<file path="src/rtl/ip_codma_rd_engine_if.sv">
// Bus-side handshake of the CODMA read engine: request/length out, grant/beat/error in.
interface ip_codma_rd_engine_if #(
  parameter int DATA_W = 64,
  parameter int LEN_W  = 4
);
  logic              bus_req;
  logic [LEN_W-1:0]  bus_len;
  logic              bus_grant;
  logic              bus_read_valid;
  logic [DATA_W-1:0] bus_read_data;
  logic              bus_error;

  modport master (
    output bus_req,
    output bus_len,
    input  bus_grant,
    input  bus_read_valid,
    input  bus_read_data,
    input  bus_error
  );

  modport slave (
    input  bus_req,
    input  bus_len,
    output bus_grant,
    output bus_read_valid,
    output bus_read_data,
    output bus_error
  );
endinterface

</file>
<file path="src/rtl/ip_codma_rd_engine.sv">
// CODMA read engine: arbitrates for the bus, then gathers a programmable number of
// words from multi-word read beats into a flat buffer, with done pulse and sticky error code.
module ip_codma_rd_engine #(
  parameter int  DATA_W     = 64,
  parameter int  WORD_W     = 32,
  parameter int  MAX_WORDS  = 8,
  parameter int  TIMEOUT    = 255,
  localparam int BEAT_WORDS = DATA_W / WORD_W,
  localparam int LEN_W      = $clog2(MAX_WORDS) + 1
) (
  input  logic                        clk_i,
  input  logic                        reset_n_i,
  input  logic                        start_i,
  input  logic [LEN_W-1:0]            len_i,
  input  logic                        stop_i,
  output logic                        busy_o,
  output logic                        done_o,
  output logic                        error_o,
  output logic [1:0]                  err_code_o,
  output logic [LEN_W-1:0]            word_count_o,
  output logic [MAX_WORDS*WORD_W-1:0] data_o,
  ip_codma_rd_engine_if.master        bus
);

  localparam int BEATS  = MAX_WORDS / BEAT_WORDS;
  localparam int BIDX_W = (BEATS > 1) ? $clog2(BEATS) : 1;
  localparam int TCNT_W = $clog2(TIMEOUT + 1);
  localparam logic [LEN_W-1:0]  BEAT_LEN  = LEN_W'(BEAT_WORDS);
  localparam logic [LEN_W-1:0]  MAX_LEN   = LEN_W'(MAX_WORDS);
  localparam logic [TCNT_W-1:0] TCNT_LAST = TCNT_W'(TIMEOUT - 1);

  typedef enum logic [2:0] {
    RD_IDLE    = 3'd0,
    RD_ASK     = 3'd1,
    RD_GRANTED = 3'd2,
    RD_DONE    = 3'd3,
    RD_ERROR   = 3'd4
  } rd_state_e;

  rd_state_e          state_r, state_s;
  logic [LEN_W-1:0]   len_r;
  logic [LEN_W-1:0]   count_r;
  logic [TCNT_W-1:0]  tcnt_r;
  logic               error_r;
  logic [1:0]         err_code_r;
  logic [DATA_W-1:0]  beat_r [BEATS];

  logic               len_ok_s;
  logic               accept_s;
  logic               beat_wr_s;
  logic               err_set_s;
  logic [1:0]         err_code_s;
  logic [LEN_W-1:0]   count_next_s;
  logic [BIDX_W-1:0]  beat_idx_s;

  assign len_ok_s     = (len_i != LEN_W'(0)) && (len_i <= MAX_LEN) &&
                        ((len_i % BEAT_LEN) == LEN_W'(0));
  assign count_next_s = count_r + BEAT_LEN;
  assign beat_idx_s   = BIDX_W'(count_r / BEAT_LEN);

  // Next-state and per-cycle action decode; stop overrides everything else.
  always_comb begin
    state_s    = state_r;
    accept_s   = 1'b0;
    beat_wr_s  = 1'b0;
    err_set_s  = 1'b0;
    err_code_s = 2'b00;
    if (stop_i) begin
      state_s = RD_IDLE;
    end else begin
      case (state_r)
        RD_IDLE: begin
          if (start_i && len_ok_s) begin
            state_s  = RD_ASK;
            accept_s = 1'b1;
          end else if (start_i) begin
            state_s    = RD_ERROR;
            err_set_s  = 1'b1;
            err_code_s = 2'b11;
          end else begin
            state_s = RD_IDLE;
          end
        end
        RD_ASK: begin
          if (bus.bus_error) begin
            state_s    = RD_ERROR;
            err_set_s  = 1'b1;
            err_code_s = 2'b01;
          end else if (bus.bus_grant) begin
            state_s = RD_GRANTED;
          end else begin
            state_s = RD_ASK;
          end
        end
        RD_GRANTED: begin
          // A bus error wins over a coincident beat, which is then dropped.
          if (bus.bus_error) begin
            state_s    = RD_ERROR;
            err_set_s  = 1'b1;
            err_code_s = 2'b01;
          end else if (bus.bus_read_valid) begin
            beat_wr_s = 1'b1;
            state_s   = (count_next_s == len_r) ? RD_DONE : RD_GRANTED;
          end else if (tcnt_r == TCNT_LAST) begin
            state_s    = RD_ERROR;
            err_set_s  = 1'b1;
            err_code_s = 2'b10;
          end else begin
            state_s = RD_GRANTED;
          end
        end
        RD_DONE:  state_s = RD_IDLE;
        RD_ERROR: state_s = RD_IDLE;
        default:  state_s = RD_IDLE;
      endcase
    end
  end

  // State, length, word count, beat-gap counter and sticky error registers.
  always_ff @(posedge clk_i or negedge reset_n_i) begin
    if (!reset_n_i) begin
      state_r    <= RD_IDLE;
      len_r      <= LEN_W'(0);
      count_r    <= LEN_W'(0);
      tcnt_r     <= TCNT_W'(0);
      error_r    <= 1'b0;
      err_code_r <= 2'b00;
    end else begin
      state_r <= state_s;
      if (accept_s) begin
        len_r      <= len_i;
        count_r    <= LEN_W'(0);
        error_r    <= 1'b0;
        err_code_r <= 2'b00;
      end else if (beat_wr_s) begin
        count_r <= count_next_s;
      end
      if (err_set_s) begin
        error_r    <= 1'b1;
        err_code_r <= err_code_s;
      end
      if ((state_r != RD_GRANTED) || beat_wr_s) begin
        tcnt_r <= TCNT_W'(0);
      end else begin
        tcnt_r <= tcnt_r + TCNT_W'(1);
      end
    end
  end

  // Beat-wide buffer slots; a beat always lands on a beat-aligned word index.
  always_ff @(posedge clk_i or negedge reset_n_i) begin
    if (!reset_n_i) begin
      for (int b = 0; b < BEATS; b++) beat_r[b] <= {DATA_W{1'b0}};
    end else if (accept_s) begin
      for (int b = 0; b < BEATS; b++) beat_r[b] <= {DATA_W{1'b0}};
    end else if (beat_wr_s) begin
      beat_r[beat_idx_s] <= bus.bus_read_data;
    end
  end

  for (genvar g = 0; g < BEATS; g++) begin : g_pack
    assign data_o[g*DATA_W +: DATA_W] = beat_r[g];
  end

  assign busy_o       = (state_r != RD_IDLE);
  assign done_o       = (state_r == RD_DONE);
  assign error_o      = error_r;
  assign err_code_o   = err_code_r;
  assign word_count_o = count_r;
  assign bus.bus_req  = (state_r == RD_ASK) || (state_r == RD_GRANTED);
  assign bus.bus_len  = len_r;

endmodule

</file>
<file path="src/flat_wrapper.sv">
// flat-port wrapper written by rule: the top's interface ports become plain ports
module ip_codma_rd_engine_flat 
#(
  parameter int  DATA_W     = 64,
  parameter int  WORD_W     = 32,
  parameter int  MAX_WORDS  = 8,
  parameter int  TIMEOUT    = 255,
  localparam int BEAT_WORDS = DATA_W / WORD_W,
  localparam int LEN_W      = $clog2(MAX_WORDS) + 1
)
  (clk_i, reset_n_i, start_i, len_i, stop_i, busy_o, done_o, error_o, err_code_o, word_count_o, data_o, bus_bus_req, bus_bus_len, bus_bus_grant, bus_bus_read_valid, bus_bus_read_data, bus_bus_error);
  ip_codma_rd_engine_if #(.DATA_W(DATA_W)) bus_i ();
  input  logic clk_i;
  input  logic reset_n_i;
  input  logic start_i;
  input  logic [LEN_W-1:0] len_i;
  input  logic stop_i;
  output logic busy_o;
  output logic done_o;
  output logic error_o;
  output logic [1:0] err_code_o;
  output logic [LEN_W-1:0] word_count_o;
  output logic [MAX_WORDS*WORD_W-1:0] data_o;
  output wire logic [$bits(bus_i.bus_req)-1:0] bus_bus_req;
  output wire logic [$bits(bus_i.bus_len)-1:0] bus_bus_len;
  input wire logic [$bits(bus_i.bus_grant)-1:0] bus_bus_grant;
  input wire logic [$bits(bus_i.bus_read_valid)-1:0] bus_bus_read_valid;
  input wire logic [$bits(bus_i.bus_read_data)-1:0] bus_bus_read_data;
  input wire logic [$bits(bus_i.bus_error)-1:0] bus_bus_error;
  assign bus_bus_req = bus_i.bus_req;
  assign bus_bus_len = bus_i.bus_len;
  assign bus_i.bus_grant = bus_bus_grant;
  assign bus_i.bus_read_valid = bus_bus_read_valid;
  assign bus_i.bus_read_data = bus_bus_read_data;
  assign bus_i.bus_error = bus_bus_error;
  ip_codma_rd_engine #(.DATA_W(DATA_W), .WORD_W(WORD_W), .MAX_WORDS(MAX_WORDS), .TIMEOUT(TIMEOUT)) u_core (.clk_i(clk_i), .reset_n_i(reset_n_i), .start_i(start_i), .len_i(len_i), .stop_i(stop_i), .busy_o(busy_o), .done_o(done_o), .error_o(error_o), .err_code_o(err_code_o), .word_count_o(word_count_o), .data_o(data_o), .bus(bus_i));
endmodule
</file>
<file path="config.mk">
export PLATFORM = sky130hd
export DESIGN_NAME = ip_codma_rd_engine_flat
export DESIGN_NICKNAME = d
export VERILOG_FILES = /design/src/rtl/ip_codma_rd_engine_if.sv /design/src/rtl/ip_codma_rd_engine.sv /design/src/flat_wrapper.sv
export SDC_FILE = /design/constraint.sdc
export NUM_CORES = 1
export LEC_CHECK = 0
export BUFFER_PORTS_ARGS = -buffer_cell sky130_fd_sc_hd__buf_2
export CAP_MARGIN = 40
export CORE_MARGIN = 2
export CORE_UTILIZATION = 40
export CTS_BUF_LIST = sky130_fd_sc_hd__clkbuf_2 sky130_fd_sc_hd__clkbuf_4 sky130_fd_sc_hd__clkbuf_8
export DETAILED_ROUTE_END_ITERATION = 10
export PLACE_DENSITY = 0.77
export RECOVER_POWER = 25
export SYNTH_ARGS = -nofsm -noshare
export SYNTH_HDL_FRONTEND = slang
export SYNTH_SLANG_ARGS = --single-unit
</file>
<file path="constraint.sdc">
create_clock -name clk_i -period 4.35 [get_ports clk_i]
set_input_delay 0.87 -clock clk_i [delete_from_list [all_inputs] [get_ports clk_i]]
set_output_delay 0.87 -clock clk_i [all_outputs]
set_load 0.03 [all_outputs]
</file>
# ---- Word-level counts from Yosys, hierarchy flattened
# Index checks and enable logic that the tools add are counted.
dict set report totals {
  ff_bits 278
  in_bits 75
  out_inout_bits 270
  elab_cells 79
}
dict set report classes {
  n_addsub 2
  magnitude_cmp 3
  n_eq_ne 6
  mux 45
  bitwise_logic 1
  reduce_logical 12
}
# operator n
set op_table {}
lappend op_table {{$mux 256} 2}
lappend op_table {{$bwmux 256} 1}
lappend op_table {{$demux 64 s2} 1}
lappend op_table {{$mux 64} 1}
lappend op_table {{$mux 3} 7}
lappend op_table {{$mux 1} 18}
lappend op_table {{$mux 2} 9}
lappend op_table {{$pmux 3 s3} 1}
lappend op_table {{$add 8x1->8 const B} 1}
lappend op_table {{$eq 8x8->1 const B} 1}
lappend op_table {{$mux 4} 2}
lappend op_table {{$mux 8} 1}
lappend op_table {{$eq 3x2->1 const B} 2}
lappend op_table {{$pmux 2 s3} 1}
lappend op_table {{$add 4x2->4 const B} 1}
lappend op_table {{$eq 4x4->1} 1}
lappend op_table {{$le 4x4->1 const B} 1}
lappend op_table {{$logic_and 1x1->1} 4}
lappend op_table {{$logic_not 4->1} 1}
lappend op_table {{$reduce_bool 2->1} 2}
lappend op_table {{$reduce_bool 4->1} 1}
lappend op_table {{$eq 3x1->1 const B} 1}
lappend op_table {{$ge 3x3->1 const B} 1}
lappend op_table {{$logic_not 3->1} 1}
lappend op_table {{6 further kinds} 7}

# ---- Depth between registers and ports, before layout
dict set report logic_depth {
  ltp_word 9
  ltp_mapped 7
  depth_no_buf 6
}

# ---- Worst setup path before layout
# Ideal clock, no wire load.
dict set report synth_path {
  kind {in2reg}
  from {in len_i[2]}
  to {reg u_core.len_r[1], in the netlist u_core.bus.bus_len[1]}
  setup_time_ps 128
  arrival_time_ps 2072
  required_ps 4222
  setup_slack_ps 2151
  path_stages 4
  n_path_buf 0
  cell_sequence {o21a_1 nor3_4 and2_1 mux2_1}
}
dict set report synth_between {
  elab_chain_cells 7
  word_cells_on_any_way 8
  classes_between {1 x order compare; 3 x mux; 4 x reduce/logical}
}
# item line
set synth_lines {}
lappend synth_lines {{start, declared} flat_wrapper.sv:16} ;# input logic [LEN_W-1:0] len_i;
lappend synth_lines {{$le 4x4->1 / $reduce_bool 4->1 (equally long branches)} ip_codma_rd_engine.sv:56} ;# assign len_ok_s = (len_i != LEN_W'(0)) && (len_i <= MAX_LEN) &&
lappend synth_lines {{$logic_and 1x1->1 (*) (2 in a row)} ip_codma_rd_engine.sv:56}
lappend synth_lines {{$logic_and 1x1->1 (*)} ip_codma_rd_engine.sv:73} ;# if (start_i && len_ok_s) begin
lappend synth_lines {{$mux 1 (*)} ip_codma_rd_engine.sv:73}
lappend synth_lines {{$mux 1 (*)} ip_codma_rd_engine.sv:71} ;# case (state_r)
lappend synth_lines {{$mux 1 (*)} ip_codma_rd_engine.sv:68} ;# if (stop_i) begin
lappend synth_lines {{end signal, assigned} ip_codma_rd_engine.sv:131} ;# len_r <= len_i;
lappend synth_lines {{end, declared} ip_codma_rd_engine.sv:41} ;# logic [LEN_W-1:0] len_r;
# Every way passes the cells marked *; elsewhere a longest branch is shown, timed or not.
# A chain may end at the register's enable or synchronous reset.

==> impl_metrics.py <==
metrics = {
    "yosys": {
        "synthAdderAreaFrac_pct": 0.711,
        "synth_top_family_by_area": "compound AO/OA/AOI/OAI gates",
        "synth-seq-cells": 277,
        "synth-seq-area-share_pct": 65.7,
        "yosys.area_share.xor_xnor_pct": 1.08,
        "syn_nets": 765,
        "synth.top_cell.area_share_pct": 65.7,
        "syn_area_um2": 10600,
        "synth_compound_area_share_pct": 22.6,
        "yosys.area.top_type": "dfrtp_1",
        "ys.warnings.count": 0,
        "syn_avg_cell_area_um2": 15.4,
        "synth_cell_types": 41,
        "synthSimpleGateAreaFrac_pct": 3.33,
        "synth_cells": 684,
        "synthTopCellsByArea": "dfrtp_1 (66%), a22o_1 (21%), buf_6 (5.8%)",
        "muxShareOfSynthArea_pct": 0.415,
    },
    "clocking": {
        "cts_tree": "yes",
        "ctsResizeCount": 0,
        "cts_buffer_depth": 3,
        "clkTransAtPathRegs_ps": 60,
        "cts_made_buffers": 45,
        "cts.sinks": 277,
        "clk-insertion-delay-late_ps": 540,
        "cts_max_level": 2,
        "cts_setup_buffers": 0,
        "holdBufCountCts": 0,
        "root_buffer": "clkbuf_8",
    },
    "power": {
        "switching_share_pct": 23.7,
        "switchingPower_w": 0.00124,
        "powerDensity_nw_per_um2": 399,
        "vdd_drop_max_mv": 0.237,
        "intPower_w": 0.00400,
        "clockPowerShare_pct": 44.1,
        "p_leak_nw": 7.32,
        "power.share.combinational_pct": 5.7,
        "share_seq_of_total_power_pct": 50.1,
    },
    "floorplanning": {
        "core_um2": 26000,
        "rows": 59,
        "die_w_um": 166,
        "die_area_um2": 27700,
        "die_h_um": 166,
        "ioPinCount": 345,
        "initial_core_util_pct": 40.6,
    },
    "critical_path": {
        "rr_startpoint": "u_core.state_r[2]",
        "crit_type": "in2async",
        "worst_setup_path_end_kind": "async pin",
        "cp.required_ps": 4370,
        "crit_fanout": 113,
        "crit_family": "buffers and inverters",
        "start_kind": "primary input",
        "path_cells": "clkbuf_2",
        "timing.reg2reg.setup_slack_ps": 1970,
        "cp.arrival_ps": 2920,
        "r2r_end": "u_core.data_o[37]",
        "worst_path_largest_cell_delay_ps": 1980,
        "ff2ff_path_depth": 6,
        "cp.buffers_inverters": 1,
        "crit_path_top_delay_cell": "clkbuf_2",
    },
    "sta": {
        "setup_viol": 0,
        "rsz0062_at_grt": "false",
        "max_freq_mhz": 344,
        "holdWs_ps": 484,
        "tns_ps": 0,
        "slew_violations": 112,
        "final.setup_skew_ps": 8.55,
        "max-slew-margin-rel_pct": -90.9,
        "finalHoldViolations": 0,
        "period_share_pct": 66.8,
        "worst_slew_pin_slew_ps": 2860,
        "finalCriticalPeriod_ps": 2900,
    },
    "status": {
        "failed_checks": "max-capacitance violations, max-slew violations",
        "status": "complete, but fails checks",
    },
    "placed_design": {
        "globalplace.congestion": 0.836,
        "port_buffers": 343,
        "dp_hpwl_um": 18700,
    },
    "routing": {
        "wire_per_inst_um": 21.2,
        "via_per_inst": 5.62,
        "antenna_left": 0,
        "drc": 0,
        "wirelength_um": 29500,
        "vias": 7836,
        "drtIter0Drc": 779,
        "dr.pass1.iters": 5,
    },
    "hold_path": {
        "worstHoldStart": "u_core.error_o",
        "worstHoldPathType": "reg2reg",
        "min_to": "u_core.error_o",
        "min_path_cells": 1,
    },
    "global_route": {
        "grt_max_degree": 114,
        "track_usage_pct": 20.6,
        "globalRoute.totalOverflow": 0,
        "grt_pass1_wl_um": 46000,
        "grt_pass1_vias": 7730,
        "antenna_found_initial": 0,
    },
    "finish": {
        "nNetsFinal": 1112,
        "final_common_cell": "buf_2",
        "synthToLayoutAreaGrowth_pct": 24.4,
        "most-common-layout-cells": "buf_2 (342), dfrtp_1 (277), a22o_1 (256)",
        "n_antenna_cell": 0,
        "final_layout_size_suffix_gt1_share_pct": 42.5,
    },
    "flow_run": {
        "timing.max_cap.violations": 1,
    },
}
-- synthesized netlist by cell type --
library cell,n
buf_2,2
nand2_1,5
a22oi_1,1
ha_1,6
and4b_2,1
buf_6,54
buf_4,2
mux2_1,1
nor4b_1,2
mux2i_1,1
a211oi_2,1
or3b_2,1
nand4_1,3
inv_1,4
o211ai_1,2
and2_1,3
nand3b_1,1
o21a_1,1
a21o_1,1
nor3_4,1
and4b_1,4
nor3_1,1
and3_1,1
mux2_2,2
nand3_1,5
xnor2_1,7
o2111ai_1,1
xor2_1,6
a21oi_4,4
and4_1,1
conb_1,1
a31oi_1,1
dfrtp_1,277
or3_1,1
nor4b_4,2
nor3b_4,1
a22o_1,256
a21oi_1,3
nor2_1,15
or4b_4,1
nor2b_1,1
-- metrics by stage --
stage | power [W] | utilization [%] | instance area, um2 | std cells | setup slack (ps)
after global routing | 0.00543 | 50.5 | 13100 | 1395 | 892
after floorplan | 0.00281 | - | 10600 | 684 | 2150
final | 0.00524 | 50.5 | 13100 | 1395 | 1450
after detailed placement | 0.00297 | 47.0 | 12200 | 1319 | 1580
after CTS | 0.00530 | 50.6 | 13100 | 1395 | 1790
after global placement | 0.00297 | 47.0 | 12200 | 1318 | 1230
-- cells by family after synthesis --
group | Yosys count
flip-flops | 277
AO/OA/AOI/OAI | 271
buffers and inverters | 62
AND/OR/NAND/NOR | 50
XOR/XNOR | 13
adder cells (fa/ha/maj) | 6
multiplexers | 4
other | 1
-- metal layers --
layer / vias up / wire (um) / track usage [%]
met3: 76 / 2610 / 5.11
met4: 0 / 1060 / 8.47
met2: 499 / 13500 / 31.0
met1: 3938 / 12300 / 28.7
li1: 3323 / - / -
met5: - / 0 / 0
-- layout make-up --
type,count,area (um2)
Fill cell,2231,12900
Sequential cell,277,6930
Multi-Input combinational cell,345,2980
Timing Repair Buffer,358,1870
Clock buffer,70,857
Tap cell,335,419
Clock inverter,6,65.1
Inverter,4,15.0
-- flip-flops by register name, summed over array words and instances, names as in the netlist --
register             cells
u_core.word_count_o      3
u_core.error_o           1
u_core.err_code_o        2
u_core.state_r           3
u_core.tcnt_r            8
u_core.data_o          256
u_core.bus.bus_len       4
-- power by group through the flow --
stage / Combinational (W) / Sequential, W / Clock [W]
after global routing: 0.000327 / 0.00263 / 0.00248
after detailed placement: 0.000304 / 0.00267 / 0
after global placement: 0.000299 / 0.00267 / 0
final: 0.000301 / 0.00262 / 0.00231
after floorplan: 0.0000973 / 0.00271 / 0
after CTS: 0.000305 / 0.00262 / 0.00237
-- worst max path at each step --
stage                      startpoint                     to  slack [ps]  cells after the start
finish                      reset_n_i     u_core.data_o[124]        1450                      1
global route                reset_n_i      u_core.data_o[45]         890                      1
CTS                 u_core.state_r[0]                 busy_o        1790                      2
detailed placement      bus_bus_error      u_core.data_o[50]        1580                      7
global placement             len_i[2]     u_core.data_o[221]        1230                      6
floorplan                    len_i[2]  u_core.bus.bus_len[1]        2150                      4
Power figures use the tool's default switching activity.
